**config.mk**
```make
export PLATFORM = sky130hd
export DESIGN_NAME = shift_reg_universal
export DESIGN_NICKNAME = d
export VERILOG_FILES = /design/src/rtl/shift_pkg.sv /design/src/rtl/shift_op_unit.sv /design/src/rtl/shift_reg_universal.sv
export SDC_FILE = /design/constraint.sdc
export NUM_CORES = 1
export LEC_CHECK = 0
export CORE_ASPECT_RATIO = 0.75
export CORE_MARGIN = 2
export CORE_UTILIZATION = 35
export CTS_BUF_LIST = sky130_fd_sc_hd__clkbuf_16
export DETAILED_ROUTE_END_ITERATION = 12
export PLACE_DENSITY = 0.67
export SLEW_MARGIN = 20
export SYNTH_ARGS = -nofsm -noshare
export SYNTH_HDL_FRONTEND = slang
export SYNTH_SLANG_ARGS = --single-unit
```
**constraint.sdc**
```tcl
create_clock -name CLK -period 1.6 [get_ports CLK]
set_input_delay 0.24 -clock CLK [delete_from_list [all_inputs] [get_ports CLK]]
set_output_delay 0.24 -clock CLK [all_outputs]
set_load 0.01 [all_outputs]
```
**src/rtl/shift_pkg.sv**
```systemverilog
// Shared mode encodings and FSM state type for the universal shift register.
package shift_pkg;

  localparam int unsigned ModeW = 3;
  typedef logic [ModeW-1:0] mode_t;

  localparam mode_t MODE_HOLD = 3'd0;
  localparam mode_t MODE_LOAD = 3'd1;
  localparam mode_t MODE_SHL  = 3'd2;
  localparam mode_t MODE_SHR  = 3'd3;
  localparam mode_t MODE_ROL  = 3'd4;
  localparam mode_t MODE_ROR  = 3'd5;
  localparam mode_t MODE_ASR  = 3'd6;

  typedef enum logic [0:0] {StIdle, StBusy} burst_state_e;

  function automatic logic is_shift_mode(mode_t m);
    return (m >= MODE_SHL) && (m <= MODE_ASR);
  endfunction

endpackage

```
**src/rtl/shift_op_unit.sv**
```systemverilog
// Combinational single-step operation: next register value and the bit shifted out.
module shift_op_unit
  import shift_pkg::*;
#(
  parameter int unsigned W = 4
) (
  input  logic [W-1:0] q,
  input  logic [W-1:0] d,
  input  logic         sin,
  input  mode_t        mode,
  output logic [W-1:0] nxt,
  output logic         sout
);

  always_comb begin
    nxt  = q;
    sout = 1'b0;
    case (mode)
      MODE_LOAD: nxt = d;
      MODE_SHL: begin
        nxt  = {q[W-2:0], sin};
        sout = q[W-1];
      end
      MODE_SHR: begin
        nxt  = {sin, q[W-1:1]};
        sout = q[0];
      end
      MODE_ROL: begin
        nxt  = {q[W-2:0], q[W-1]};
        sout = q[W-1];
      end
      MODE_ROR: begin
        nxt  = {q[0], q[W-1:1]};
        sout = q[0];
      end
      MODE_ASR: begin
        nxt  = {q[W-1], q[W-1:1]};
        sout = q[0];
      end
      default: nxt = q;
    endcase
  end

endmodule

```
**src/rtl/shift_reg_universal.sv**
```systemverilog
// Universal shift register with single-step modes and a burst controller (busy/done handshake).
module shift_reg_universal
  import shift_pkg::*;
#(
  parameter int unsigned W = 4,
  localparam int unsigned AW = $clog2(W) + 1
) (
  input  logic          CLK,
  input  logic          RST,
  input  logic [W-1:0]  D,
  input  logic [2:0]    mode,
  input  logic          en,
  input  logic          sin,
  input  logic          start,
  input  logic [AW-1:0] amt,
  output logic [W-1:0]  Q,
  output logic [W-1:0]  Q_next,
  output logic          sout,
  output logic          busy,
  output logic          done
);

  burst_state_e  state_q, state_d;
  logic [W-1:0]  q_q, q_d;
  logic [AW-1:0] cnt_q, cnt_d;
  mode_t         mode_q, mode_d;
  logic          done_q, done_d;

  mode_t         op_mode;
  logic [W-1:0]  op_nxt;
  logic          op_sout;

  assign op_mode = (state_q == StBusy) ? mode_q : mode;

  shift_op_unit #(
    .W (W)
  ) u_op (
    .q    (q_q),
    .d    (D),
    .sin  (sin),
    .mode (op_mode),
    .nxt  (op_nxt),
    .sout (op_sout)
  );

  always_comb begin
    state_d = state_q;
    q_d     = q_q;
    cnt_d   = cnt_q;
    mode_d  = mode_q;
    done_d  = 1'b0;
    sout    = 1'b0;
    unique case (state_q)
      StIdle: begin
        if (start) begin
          // Start wins over en; degenerate bursts only produce a done pulse.
          if ((amt != '0) && is_shift_mode(mode)) begin
            state_d = StBusy;
            mode_d  = mode;
            cnt_d   = amt;
          end else begin
            done_d = 1'b1;
          end
        end else if (en) begin
          q_d  = op_nxt;
          sout = op_sout;
        end
      end
      StBusy: begin
        q_d   = op_nxt;
        sout  = op_sout;
        cnt_d = cnt_q - AW'(1);
        if (cnt_q == AW'(1)) begin
          state_d = StIdle;
          mode_d  = MODE_HOLD;
          done_d  = 1'b1;
        end
      end
      default: state_d = StIdle;
    endcase
  end

  always_ff @(posedge CLK or posedge RST) begin
    if (RST) begin
      state_q <= StIdle;
      q_q     <= '0;
      cnt_q   <= '0;
      mode_q  <= MODE_HOLD;
      done_q  <= 1'b0;
    end else begin
      state_q <= state_d;
      q_q     <= q_d;
      cnt_q   <= cnt_d;
      mode_q  <= mode_d;
      done_q  <= done_d;
    end
  end

  assign Q      = q_q;
  assign Q_next = q_d;
  assign busy   = (state_q == StBusy);
  assign done   = done_q;

endmodule

```
Yosys cells after proc, flatten, opt, wreduce, memory -nomap -nowiden

Cells that the tools add are included.

Flip-flop bits (word level): 12
Logic and storage cells: 50

Add/subtract/negate cells: 1
Equality and inequality tests: 10
Reductions and logical operators: 7
Multiplexer cells: 24
Bitwise operators: 1
Order comparisons: 2

Operator list:

| cell                                                 | count |
|---|---|
| case mux 4 bit (6 select lines)                      | 1 |
| two-way mux 3 bit                                    | 6 |
| case mux 3 bit (2 select lines)                      | 2 |
| equality test 3 bit (second input constant)          | 3 |
| two-way mux 1 bit                                    | 8 |
| two-way mux 4 bit                                    | 2 |
| case mux 1 bit (2 select lines)                      | 4 |
| case mux 4 bit (2 select lines)                      | 1 |
| equality test 3 x 1 -> 1 bit (second input constant) | 2 |
| equality test 3 x 2 -> 1 bit (second input constant) | 2 |
| != test 2 bit (second input constant)                | 2 |
| >= comparator 3 x 2 -> 1 bit (second input constant) | 1 |
| <= comparator 3 bit (second input constant)          | 1 |
| AND reduction 3 bit                                  | 1 |
| nonzero test 3 bit                                   | 1 |
| OR reduction 3 bit                                   | 1 |
| subtractor 3 x 1 -> 3 bit (second input constant)    | 1 |
| logical AND 1 bit                                    | 2 |
| != test 2 x 1 -> 1 bit (second input constant)       | 1 |
| AND reduction 2 bit                                  | 1 |
| OR reduction 2 bit                                   | 1 |
| NOT 1 bit                                            | 1 |

Logic depth before layout (Yosys ltp)

Depth in word-level cells: 7
Gate-level depth with buffers: 7
Gate-level depth less buffers: 7

Cells and area by module

From an unflattened synthesis, not the netlist that was laid out.

Cell total of the unflattened synthesis: 107
Area, all modules: 993.5 um^2

By module, submodules not included:

| module              | area an instance (um^2) | cells each | instances |
|---|---|---|---|
| shift_reg_universal | 668.1                   | 65         | 1 |
| shift_op_unit       | 325.3                   | 42         | 1 |

Least setup slack after synthesis

No wires, ideal clock.

Path kind: reg2out
Start point: register state_q (netlist: busy)
End point: output port Q_next[2]
Stages on the path, launching flop included: 7
Required time: 1360 ps
Slack: -317 ps
Arrival time: 1677 ps
Cell sequence: dfrtp_1 buf_6 mux2i_2 buf_4 mux2i_1 nand2_1 a2bb2oi_1

Longest elaborated chain between the ends: 6
Elaborated cells between the ends (all ways): 12
Those cells by class: eq/ne: 6; mux: 5; bitwise: 1

RTL lines:

| item                                        | RTL line                  | RTL |
|---|---|---|
| from (decl)                                 | shift_reg_universal.sv:23 | `burst_state_e state_q, state_d;` |
| from (signal assigned)                      | shift_reg_universal.sv:85 | `state_q <= StIdle;` |
| from (signal assigned)                      | shift_reg_universal.sv:91 | `state_q <= state_d;` |
| two-way mux 3 bit                           | shift_reg_universal.sv:33 | `assign op_mode = (state_q == StBusy) ? mode_q : mode;` |
| equality test 3 bit (tied with other cells) | shift_op_unit.sv:18       | `case (mode)` |
| case mux 4 bit (6 select lines)             | shift_op_unit.sv:18       |  |
| two-way mux 4 bit                           | shift_reg_universal.sv:64 | `end else if (en) begin` |
| two-way mux 4 bit                           | shift_reg_universal.sv:55 | `if (start) begin` |
| case mux 4 bit (2 select lines) *           | shift_reg_universal.sv:53 | `unique case (state_q)` |
| to (decl)                                   | shift_reg_universal.sv:17 | `output logic [W-1:0] Q_next,` |

Every way passes the cells marked *; elsewhere a longest branch is shown, timed or not.

Final worst setup path

Same ends and word-level chain as after synthesis.

==> impl_metrics.csv <==
group,metric,value,unit
sta,max_freq,431.2,MHz
placed_design,dpl.hpwl,1852,um
placed_design,gp_congestion,0.8520,
critical_path,cp-end-kind,"output port",
floorplan,ios,26,
clocking,cts_made_buffers,3,
yosys,synth_area,892.1,um^2
grt,grt_pass1_wl,4733,um
critical_path,critPathSlowestCell,"dfrtp_2",
yosys,syn_avg_cell_area,9.391,um^2
layout,final_cell_mix,"33 x buf_4, 16 x clkdlybuf4s50_1, 10 x dfrtp_1, 10 x inv_1, 10 x buf_6",
yosys,synth-edff-count,0,
outcome,violations,"negative setup slack",
clocking,cts_root_buffer,"clkbuf_16",
worst_hold_path,min_path_type,"in2async",
power_and_ir_drop,p_sw,0.001623,W
yosys,synth.distinct_cells,38,
placed_design,io_buffers,25,
grt,grt_util_met1,0.2689,
sta,grt_setup_unrepaired,"yes",
critical_path,crit_type,"reg2out",
critical_path,cp_num_buf_inv,3,
yosys,ys_seq_area_frac,0.3366,
grt,grt_pass1_vias,1012,
floorplan,die_h,47.72,um
clocking,cts_sinks,12,
routing,via_count,1007,
routing,drcViolationCount,0,
grt,grt.busiest_layer,"met2",
routing,dr.first_iter.drc_count,61,
yosys,syn-num-nets,112,
critical_path,cp_max_fo,6,
critical_path,worstPathArrival,2080,ps
grt,antenna_found_initial,0,
layout,final_common_cell,"buf_4",
layout,stdcell_count,196,
power_and_ir_drop,pwr-share-seq,0.153,
placed_design,placedCellCount,177,
power_and_ir_drop,p_leak,0.7662,nW
critical_path,cp_slowest_stage_delay,490,ps
grt,gr-usage-all-layers,0.2170,
power_and_ir_drop,peakVddDrop,0.001109,V
routing,dr.pass1.iters,4,
floorplan,die_w,62.30,um
critical_path,cpMostUsedCell,"buf_6",
critical_path,cp_top_family,"flip-flops",
clocking,clockBufferDepth,2,
floorplan,core_area,2365,um^2
yosys,yosysWarningCount,0,
routing,vias_per_cell,5.138,
floorplan,dieArea,2973,um^2
clocking,h-tree-depth,1,
power_and_ir_drop,clock_power_share,0.110,
layout,drive_gt1_frac,0.4568,
critical_path,crit_chain,"mux2i_4 > buf_6 > or2_4 > o21bai_4 > buf_6 > a221oi_2 > a2bb2oi_2 > buf_2",
layout,n_antenna_cell,0,
critical_path,required,1360,ps
yosys,ys_seq_elements,12,
sta,finClkSkew,0.8318,ps
sta,post-route-period-util,1.449,
routing,routed_wl,3045,um
floorplan,start_util,0.3772,
power_and_ir_drop,intPower,0.002473,W
yosys,synthArstFlopShare,1.000,
routing,wire_per_inst,15.54,um
grt,grtUsageMet3,0.05412,
clocking,cts_tree,"built",
power_and_ir_drop,p_comb_frac,0.737,
sta,worst_pin_slew,478.0,ps
sta,post-route-min-period,2319,ps
power_and_ir_drop,p_sw_frac,0.3963,
sta,worst_slack,-719.1,ps
run,cap_violations,0,
yosys,synth_flop_cell,"dfrtp_1",
clocking,clkTransAtPathRegs,40,ps
layout,area_delta_synth_final,86.25,%
critical_path,startpoint_type,"flop",
grt,grt_max_degree,13,
layout,nets,181,
routing,postRouteAntennaNets,0,
sta,slew_headroom,0.6810,
yosys,synthCells,95,
floorplan,num_rows,15,
sta,setup_viol,10,
grt,grt-ovfl-total,0,
outcome,outcome,"finished with violations",
placed_design,dpl_worst_slack,-927.1,ps
grt,use_met2,0.3783,
sta,slew_viol_final,0,
clocking,clk-insertion-delay-late,240,ps
sta,hold_viol_final,0,
power_and_ir_drop,p_per_area,2465,nW/um^2
-- path summary, 6_finish.rpt --
path | startpoint | to | slack, ps | cells after the start
hold / removal | RST | mode_q[0] | 320 | 2
max in group asynchronous | RST | Q[0] | 930 | 2
hold reg to reg | cnt_q[0] | cnt_q[0] | 500 | 1
setup / recovery | busy | Q_next[2] | -720 | 8
min in group CLK | start | done | 430 | 4
setup reg to reg | busy | Q[2] | -320 | 8
-- stage by stage --
stage	TNS, ps	total power (W)	util	cell area (um^2)	hold slack, ps
2_1_floorplan	-1290	0.001859	-	900.9	104.7
3_3_place_gp	-6809	0.002743	0.5778	1366	494.1
3_5_place_dp	-7081	0.002793	0.5778	1366	496.9
4_1_cts	-3752	0.003791	0.6778	1603	349.8
5_1_grt	-4861	0.004351	0.7026	1662	374.5
6_report	-4158	0.004096	0.7026	1662	324.7
-- kinds of logic (layout without fill, tap and decap cells) --
family	count (synthesis)	in the layout	share of synthesized area
AND/OR/NAND/NOR	26	26	0.1627
multiplexers	12	12	0.1641
buffers and inverters	14	81	0.07153
XOR/XNOR	1	1	0.009819
flip-flops	12	12	0.3366
AO/OA/AOI/OAI	28	28	0.2272
adder cells (fa/ha/maj)	2	2	0.02805
-- routing by layer --
metal,routed length [um],part of all wire,vias up
met5,0,0,-
li1,-,-,481
met1,1288,0.42,467
met2,1445,0.47,48
met3,201,0.066,11
met4,110,0.036,0
-- cell type report --
type	instances	area [um^2]
tap	34	42.54
inverter	11	41.29
timing repair buffer	67	586.8
clock buffer	3	75.07
multi-input combinational	69	613.1
fill	169	703.2
sequential	12	302.8
-- worst reg2reg max path: stages, from the launching register on --
cell       delay, ps
dfrtp_2          490
mux2i_4          240
buf_6            130
or2_4            270
o21bai_4         200
a21oi_4           60
buf_4            140
a2bb2oi_2        130
buf_4            150
-- state kept, by name (all words and copies together) (netlist names) --
signal and cells:
cnt_q 3, mode_q 3, Q 4, done 1, busy 1
-- power groups by stage --
stage / Clock (W) / Combinational, W / Sequential (W)
2_1_floorplan: 0 / 0.00125 / 0.000609
5_1_grt: 0.000481 / 0.00322 / 0.000652
4_1_cts: 0.000454 / 0.00272 / 0.000621
3_3_place_gp: 0 / 0.00214 / 0.000608
6_report: 0.000449 / 0.00302 / 0.000629
3_5_place_dp: 0 / 0.00218 / 0.000615
-- timing repair --
item,4_1_cts,5_1_grt
pin swaps,10,8
hold buffers,0,0
buffers inserted,14,2
gates resized for setup,39,13
setup endpoints to repair,15,16
-- synthesized netlist by cell type (all sizes together), types with 2 or more instances --
| library cell | number | area (um^2) |
|---|---|---|
| a211oi | 2 | 15.01 |
| a21o | 2 | 15.01 |
| a21oi | 5 | 28.78 |
| a2bb2oi | 2 | 17.52 |
| buf | 2 | 18.77 |
| dfrtp | 12 | 300.3 |
| ha | 2 | 25.02 |
| inv | 11 | 41.29 |
| mux2 | 2 | 26.27 |
| mux2i | 10 | 120.1 |
| nand2 | 5 | 18.77 |
| nand2b | 2 | 12.51 |
| nand3 | 4 | 20.02 |
| nor2 | 6 | 22.52 |
| nor3 | 3 | 15.01 |
| o21ai | 6 | 30.03 |
| o22ai | 2 | 12.51 |
| o31ai | 2 | 15.01 |
(Power assumes the default switching activity.)
